**config.mk**
```make
export PLATFORM = sky130hd
export DESIGN_NAME = periph_bridge
export DESIGN_NICKNAME = d
export VERILOG_FILES = /design/src/rtl/periph_pkg.sv /design/src/rtl/bridge_timer.sv /design/src/rtl/periph_bridge.sv
export SDC_FILE = /design/constraint.sdc
export NUM_CORES = 1
export LEC_CHECK = 0
export ABC_CLOCK_PERIOD_IN_PS = 6900
export CAP_MARGIN = 10
export CORE_MARGIN = 1.5
export CORE_UTILIZATION = 36
export CTS_BUF_LIST = sky130_fd_sc_hd__clkbuf_8
export DETAILED_ROUTE_END_ITERATION = 16
export DONT_BUFFER_PORTS = 1
export SYNTH_ARGS = -nofsm -noshare
export SYNTH_HDL_FRONTEND = slang
export SYNTH_SLANG_ARGS = --single-unit
```
**constraint.sdc**
```tcl
create_clock -name clk -period 6.9 [get_ports clk]
set_input_delay 1.38 -clock clk [delete_from_list [all_inputs] [get_ports clk]]
set_output_delay 1.38 -clock clk [all_outputs]
set_load 0.01 [all_outputs]
```
**src/rtl/periph_pkg.sv**
```systemverilog
// periph_pkg: shared FSM state type and window/error constants for the peripheral bridge.
package periph_pkg;
  localparam int WIN_W = 16;
  localparam logic [31:0] ERR_DATA_DEF = 32'hDEAD_BEEF;
  typedef enum logic [2:0] {IDLE, WR, RD_REQ, RD_WAIT, RESP} state_e;
endpackage

```
**src/rtl/bridge_timer.sv**
```systemverilog
// bridge_timer: counts cycles while start is high, flags the LIMIT-th cycle, zeroed by clear.
module bridge_timer #(
  parameter int LIMIT = 16
) (
  input  logic clk,
  input  logic rst,
  input  logic start,
  input  logic clear,
  output logic expired
);
  localparam int W = $clog2(LIMIT + 1);
  logic [W-1:0] cnt_q, cnt_d;
  always_comb cnt_d = clear ? '0 : (start && cnt_q != W'(LIMIT)) ? cnt_q + 1'b1 : cnt_q;
  always_ff @(posedge clk or posedge rst)
    if (rst) cnt_q <= '0;
    else cnt_q <= cnt_d;
  assign expired = cnt_q == W'(LIMIT - 1);
endmodule

```
**src/rtl/periph_bridge.sv**
```systemverilog
// periph_bridge: single-outstanding CPU data bus to register-file bridge with address checks and read timeout.
module periph_bridge
  import periph_pkg::*;
#(
  parameter logic [31:0] BASE_ADDR  = 32'h4000_0000,
  parameter int          RD_TIMEOUT = 16,
  parameter logic [31:0] ERR_DATA   = ERR_DATA_DEF
) (
  input  logic              clk,
  input  logic              rst,
  input  logic              cpu_req,
  input  logic              cpu_we,
  input  logic [31:0]       cpu_addr,
  input  logic [3:0]        cpu_be,
  input  logic [31:0]       cpu_wdata,
  output logic              cpu_gnt,
  output logic              cpu_rvalid,
  output logic [31:0]       cpu_rdata,
  output logic              cpu_err,
  output logic              wr_en,
  output logic [3:0]        be,
  output logic [WIN_W-1:0]  wr_addr,
  output logic [31:0]       wdata,
  output logic              rd_en,
  output logic [WIN_W-1:0]  rd_addr,
  input  logic [31:0]       rdata,
  input  logic              rd_rdy
);
  state_e state_q, state_d;
  logic accept, bad, wr_go, rd_go, rsp_ok, rsp_to, expired;
  logic wr_en_q, wr_en_d, rd_en_q, rd_en_d, rvalid_q, rvalid_d, err_q, err_d;
  logic [3:0] be_q, be_d;
  logic [WIN_W-1:0] wr_addr_q, wr_addr_d, rd_addr_q, rd_addr_d;
  logic [31:0] wdata_q, wdata_d, rdata_q, rdata_d;
  bridge_timer #(.LIMIT(RD_TIMEOUT)) u_timer (
    .clk(clk), .rst(rst),
    .start(state_q == RD_WAIT), .clear(state_q != RD_WAIT),
    .expired(expired)
  );
  assign cpu_gnt = state_q == IDLE;
  // Ready wins over expiry in the last permitted wait cycle.
  always_comb begin
    accept    = cpu_req && cpu_gnt;
    bad       = cpu_addr[31:16] != BASE_ADDR[31:16] || cpu_addr[1:0] != 2'b00;
    wr_go     = accept && !bad && cpu_we;
    rd_go     = accept && !bad && !cpu_we;
    rsp_ok    = state_q == RD_WAIT && rd_rdy;
    rsp_to    = state_q == RD_WAIT && !rd_rdy && expired;
    state_d   = accept ? (bad ? RESP : cpu_we ? WR : RD_REQ)
              : state_q == RD_REQ ? RD_WAIT
              : state_q == RD_WAIT ? ((rd_rdy || expired) ? RESP : RD_WAIT)
              : IDLE;
    wr_en_d   = wr_go && |cpu_be;
    be_d      = wr_go ? cpu_be : '0;
    wr_addr_d = wr_go ? cpu_addr[WIN_W-1:0] : '0;
    wdata_d   = wr_go ? cpu_wdata : '0;
    rd_en_d   = rd_go;
    rd_addr_d = rd_go ? cpu_addr[WIN_W-1:0] : '0;
    err_d     = (accept && bad) || rsp_to;
    rvalid_d  = err_d || wr_go || rsp_ok;
    rdata_d   = err_d ? ERR_DATA : rsp_ok ? rdata : '0;
  end
  always_ff @(posedge clk or posedge rst)
    if (rst) begin
      state_q   <= IDLE;
      wr_en_q   <= 1'b0;
      be_q      <= '0;
      wr_addr_q <= '0;
      wdata_q   <= '0;
      rd_en_q   <= 1'b0;
      rd_addr_q <= '0;
      rvalid_q  <= 1'b0;
      err_q     <= 1'b0;
      rdata_q   <= '0;
    end else begin
      state_q   <= state_d;
      wr_en_q   <= wr_en_d;
      be_q      <= be_d;
      wr_addr_q <= wr_addr_d;
      wdata_q   <= wdata_d;
      rd_en_q   <= rd_en_d;
      rd_addr_q <= rd_addr_d;
      rvalid_q  <= rvalid_d;
      err_q     <= err_d;
      rdata_q   <= rdata_d;
    end
  assign wr_en      = wr_en_q;
  assign be         = be_q;
  assign wr_addr    = wr_addr_q;
  assign wdata      = wdata_q;
  assign rd_en      = rd_en_q;
  assign rd_addr    = rd_addr_q;
  assign cpu_rvalid = rvalid_q;
  assign cpu_err    = err_q;
  assign cpu_rdata  = rdata_q;
endmodule

```
==> reports/metrics.csv, run 1 <==
metric,value,unit
sw_frac_of_total,0.225,
p_switching,0.248,mW
cts_tree,done,
hp-class,flop to flop,
insertion_delay,0.36,ns
syn_area_per_cell,13.1,µm²
die_area,11600,µm²
clk_pin_slew,0.10,ns
start_util,0.367,
cts.sinks,112,
start_kind,input pin,
firstDrtPassIters,4,
grt.overflow.total,0,
antenna_found_initial,1,
cts_resized,0,
dp_worst_setup_slack,3.66,ns
numCtsBuffers,9,
max-vdd-ir-drop,90.9,µV
portBuffers,0,
grt_max_degree,64,
yosys_warnings,0,
area_growth,7.52,%
seq_power_share,0.617,
wl_per_cell,18.0,µm
coreArea,10800,µm²
cts_max_path_buffers,2,
dpl_cell_area,4050,µm²
outcome,"finished, final reports clean",
reg2reg_from,state_q[0],
finalSetupViolations,0,
end_kind,flop,
hold_viol_final,0,
die_y,108,µm
post-route-drc-count,0,
required,7.08,ns
p_leak,2.11,nW
cap_viol_max_count,0,
cpMaxStageDelayCell,o21ai_2,
syn_area,3960,µm²
root_buffer,clkbuf_8,
internal_power,0.854,mW
powerDensity,259,nW/µm²
min_from,u_timer.cnt_q[3],
drtIter0Drc,103,
crit_chain,or4b_4 > nand3b_4 > o21ai_2 > o21ai_0,
synth_cells,302,
ant_nets,0,
fin_tns_setup,0,ns
finish.instance_area,4260,µm²
fmax,347,MHz
post-cts-setup-buffers,0,
crit_fanout,27,
p_comb_frac,0.025,
via_per_inst,4.74,
drv_slew,0,
critPathLaunch,cpu_addr[28],
max_stage_delay,0.70,ns
rsz0062_at_grt,false,
num_rows,38,
ys_seq_elements,112,
ctsHtreeMaxLevel,3,
synth.distinct_cells,29,
drive_above_1_share,0.0820,
max_slew_margin,0.422,
multi_input_area,1030,µm²
grt_pass1_vias,2194,
post-route-period-util,0.417,
io_pins,210,
tightest_slew,0.867,ns
fin_ws,4.02,ns
die_x,108,µm
gp_congestion,0.695,
finalClockSkew,0.00865,ns
cp.arrival,3.06,ns
grt.total_usage,0.140,
n_fill_cell,979,
seq_area_frac_synth,0.708,
nets,408,
crit_type,input pin to flop,
totalWireLength,8050,µm
fin_crit,2.88,ns
via_count,2115,
total_power,1.10,mW
grt_first_pass_wirelength,11800,µm
postCtsHoldBufs,0,
clock_power_share,0.358,
post-dp-hpwl,5580,µm
ff_latch_area,2800,µm²
[cell families after synthesis]
| logic type | count (synthesis) | synth area share |
|---|---|---|
| AO/OA/AOI/OAI | 53 | 0.0698 |
| XOR/XNOR | 3 | 0.00663 |
| adder cells (fa/ha/maj) | 3 | 0.00948 |
| buffers and inverters | 24 | 0.0347 |
| flip-flops | 112 | 0.708 |
| multiplexers | 1 | 0.00253 |
| other | 1 | 0.000947 |
| AND/OR/NAND/NOR | 105 | 0.168 |
[final timing paths]
kind / end / slack (ns) / depth (start not counted)
worst max-delay path: cpu_rdata[2] / 4.02 / 4
worst min-delay path: u_timer.cnt_q[3] / 0.58 / 2
worst max register to register: rd_addr[10] / 4.84 / 4
worst min register to register: u_timer.cnt_q[3] / 0.58 / 2
max in group asynchronous: rd_addr[2] / 4.72 / 2
min in group asynchronous: wdata[31] / 0.94 / 1
[cell type report]
cell class | count | share of cell area
inverters | 5 | 0.00499
clock buffers | 10 | 0.0323
flip-flops and latches | 112 | 0.658
well taps | 140 | 0.0411
multi-input cells | 169 | 0.242
diodes | 1 | 0.000588
clock inverters | 6 | 0.0153
repair buffers | 3 | 0.00529
[layer usage]
layer  vias to the layer above  wire, µm  global-route usage
li1                        969         -                   -
met1                      1026      3060               0.153
met2                       111      4160               0.234
met3                         9       696              0.0569
met4                         0       126              0.0705
met5                         -         0                   0
[stage by stage]
step	utilization	hold WS [ns]	instances
after floorplan	-	0.520	305
after global placement	0.376	0.552	429
after detailed placement	0.376	0.552	429
after CTS	0.394	0.580	445
after global routing	0.395	0.625	446
final	0.395	0.577	446
[flip-flops by register name (all words and copies together), names as in the netlist]
register,cells
cpu_rdata,32
wdata,32
rd_addr,16
wr_addr,16
u_timer.cnt_q,5
be,4
state_q,3
cpu_err,1
cpu_rvalid,1
rd_en,1
wr_en,1
[power groups by stage]
stage	registers, mW	logic, mW	clock network (mW)
after floorplan	0.691	0.0250	0
after global placement	0.693	0.0278	0
after detailed placement	0.693	0.0291	0
after CTS	0.680	0.0292	0.409
after global routing	0.681	0.0333	0.438
final	0.680	0.0281	0.394
[layout by cell type (no fill, tap or decap), types with 2 or more instances in the layout]
cell type,count
nor4_1,3
buf_4,3
ha_1,3
a21oi_1,25
clkbuf_8,10
nand3_1,2
nor2_1,4
inv_1,5
o21ai_0,26
nand2b_1,3
nor3_1,3
and2_1,65
dfrtp_1,112
and3_1,9
nand2_1,9
xnor2_1,2
conb_1,4
nor2b_1,2
inv_6,2
[cells in the mapped netlist, drive strengths merged]
library cell  instances  area (µm²)
dfrtp               112        2800
and2                 65         407
o21ai                27         139
a21oi                25         125
clkbuf               12        46.3
and3                  9        56.3
nand2                 9        33.8
buf                   7        72.6
inv                   5        18.8
nor2                  4        15.0
nor3                  4        31.3
nor4                  4        40.0
ha                    3        37.5
nand2b                3        18.8
nand3                 2        10.0
nor2b                 2        12.5
xnor2                 2        17.5
conb                  1        3.75
mux2i                 1        10.0
nand3b                1        20.0
nor4b                 1        8.76
o41a                  1        12.5
or4b                  1        13.8
xor2                  1        8.76
[critical path, delay by kind of cell]
family           cells  cell delay, ns
AND/OR/NAND/NOR      2            0.73
AO/OA/AOI/OAI        2            0.94
Note: power is estimated with default switching activity, not from simulation.
==> run 2: changes to the inputs <==
ABC_CLOCK_PERIOD_IN_PS = 2550   (was 6900)
clock period = 2.55 ns   (was 6.9 ns; I/O delays follow)
==> reports/metrics.csv, run 2 (synthesis results as in run 1) <==
metric,value,unit
outcome,"finished, final reports clean",
sw_frac_of_total,0.233,
layout_commonest_cell,dfrtp_1,
die_x,108,µm
die_y,108,µm
max_slew_margin,0.463,
cpMaxStageDelayCell,nor4b_1,
ff_latch_area,2800,µm²
postCtsHoldBufs,0,
drv_slew,0,
cts_max_path_buffers,2,
n_fill_cell,991,
grt.overflow.total,0,
critPathLaunch,state_q[0],
required,2.86,ns
rr_worst_depth,5,
crit_fanout,49,
p_comb_frac,0.026,
fin_tns_setup,0,ns
cts_resized,0,
coreArea,10800,µm²
drtIter0Drc,175,
cp.arrival,2.23,ns
hp-class,input pin to async pin,
end_kind,flop,
p_switching,0.706,mW
start_kind,flop,
totalWireLength,8280,µm
rsz0062_at_grt,false,
portBuffers,0,
via_count,2181,
final_util,0.400,
die_area,11600,µm²
finalClockSkew,0.00863,ns
max-vdd-ir-drop,278,µV
fmax,521,MHz
hold_slack,0.00813,ns
gp_congestion,0.707,
dr_wl_met3,730,µm
cap_viol_max_count,0,
post-cts-setup-buffers,0,
start_util,0.367,
timing.rr.end,wdata[17],
internal_power,2.33,mW
clk_pin_slew,0.11,ns
reg2reg_from,state_q[0],
post-route-period-util,0.753,
insertion_delay,0.38,ns
max_stage_delay,0.56,ns
grt.total_usage,0.144,
num_rows,38,
post-route-drc-count,0,
via_per_inst,4.86,
ant_nets,0,
nets,411,
cts.sinks,112,
highest_layer,met4,
met1_length,3150,µm
crit_path_end,wdata[17],
wl_per_cell,18.4,µm
grt_pass1_vias,2171,
numCtsBuffers,9,
p_leak,2.13,nW
drive_above_1_share,0.0942,
grt_first_pass_wirelength,12300,µm
fin_crit,1.92,ns
final-instance-count-excl-fill,449,
post-dp-hpwl,5870,µm
tightest_slew,0.803,ns
seq_power_share,0.607,
io_pins,210,
wl_met2,4200,µm
finalSetupViolations,0,
hold_viol_final,0,
post-place-cells,432,
crit_chain,nor4b_1 > nand2_1 > nor3_4 > buf_12 > and2_1,
reg2reg_slack,0.63,ns
crit_type,flop to flop,
firstDrtPassIters,4,
antenna_found_initial,0,
multi_input_area,1030,µm²
area_growth,9.00,%
root_buffer,clkbuf_8,
ctsHtreeMaxLevel,3,
powerDensity,702,nW/µm²
final_cell_mix,"dfrtp_1 (112), and2_1 (65), o21ai_0 (26)",
cts_tree,done,
clock_power_share,0.367,
grt_max_degree,64,
run 2: changes by cell type in the layout (fill, tap and decap cells not counted):
cell / change
buf_12: +2
clkinvlp_4: +2
buf_4: +1
clkinv_2: -1
clkinv_4: +1
inv_1: -1
inv_4: -1
inv_6: -1
inv_8: +1
run 2: critical path, delay by kind of cell (launching register included):
kind / cells / cell delay [ns]
flip-flops: 1 / 0.43
AND/OR/NAND/NOR: 4 / 1.18
buffers and inverters: 1 / 0.22
run 2: worst min-delay path by stage:
stage                  endpoint  slack [ns]  cells past startpoint
3_5_place_dp        wr_addr[13]        0.43                      1
6_report            wr_addr[14]       0.008                      1
4_1_cts             wr_addr[13]       0.005                      1
3_3_place_gp        wr_addr[14]        0.42                      1
5_1_grt             wr_addr[14]        0.01                      1
2_1_floorplan  u_timer.cnt_q[3]        0.52                      2
run 2: area by class of cell:
type,count,area share
Antenna cell,1,0.000580
Inverter,5,0.00522
Multi-Input combinational cell,169,0.239
Tap cell,140,0.0406
Sequential cell,112,0.649
Clock inverter,6,0.0174
Clock buffer,10,0.0319
Timing Repair Buffer,6,0.0162
run 2: power by group through the flow:
stage	registers [mW]	logic (mW)	clock network, mW
2_1_floorplan	1.87	0.0680	0
3_3_place_gp	1.88	0.0798	0
3_5_place_dp	1.88	0.0834	0
4_1_cts	1.84	0.0836	1.14
5_1_grt	1.84	0.0958	1.23
6_report	1.84	0.0803	1.11
run 2: stage by stage:
step | instance area [µm²] | setup WS, ns | total power, mW
detailed placement | 4100 | 0.529 | 1.96
finish | 4320 | 0.629 | 3.03
CTS | 4320 | 0.587 | 3.07
floorplan | 3980 | 0.635 | 1.94
global placement | 4100 | 0.581 | 1.96
global route | 4320 | 0.375 | 3.17
run 2: routing by layer:
layer | GRT usage | vias up
met5 | 0 | -
li1 | - | 976
met1 | 0.171 | 1080
met3 | 0.0630 | 13
met2 | 0.224 | 112
met4 | 0.0686 | 0
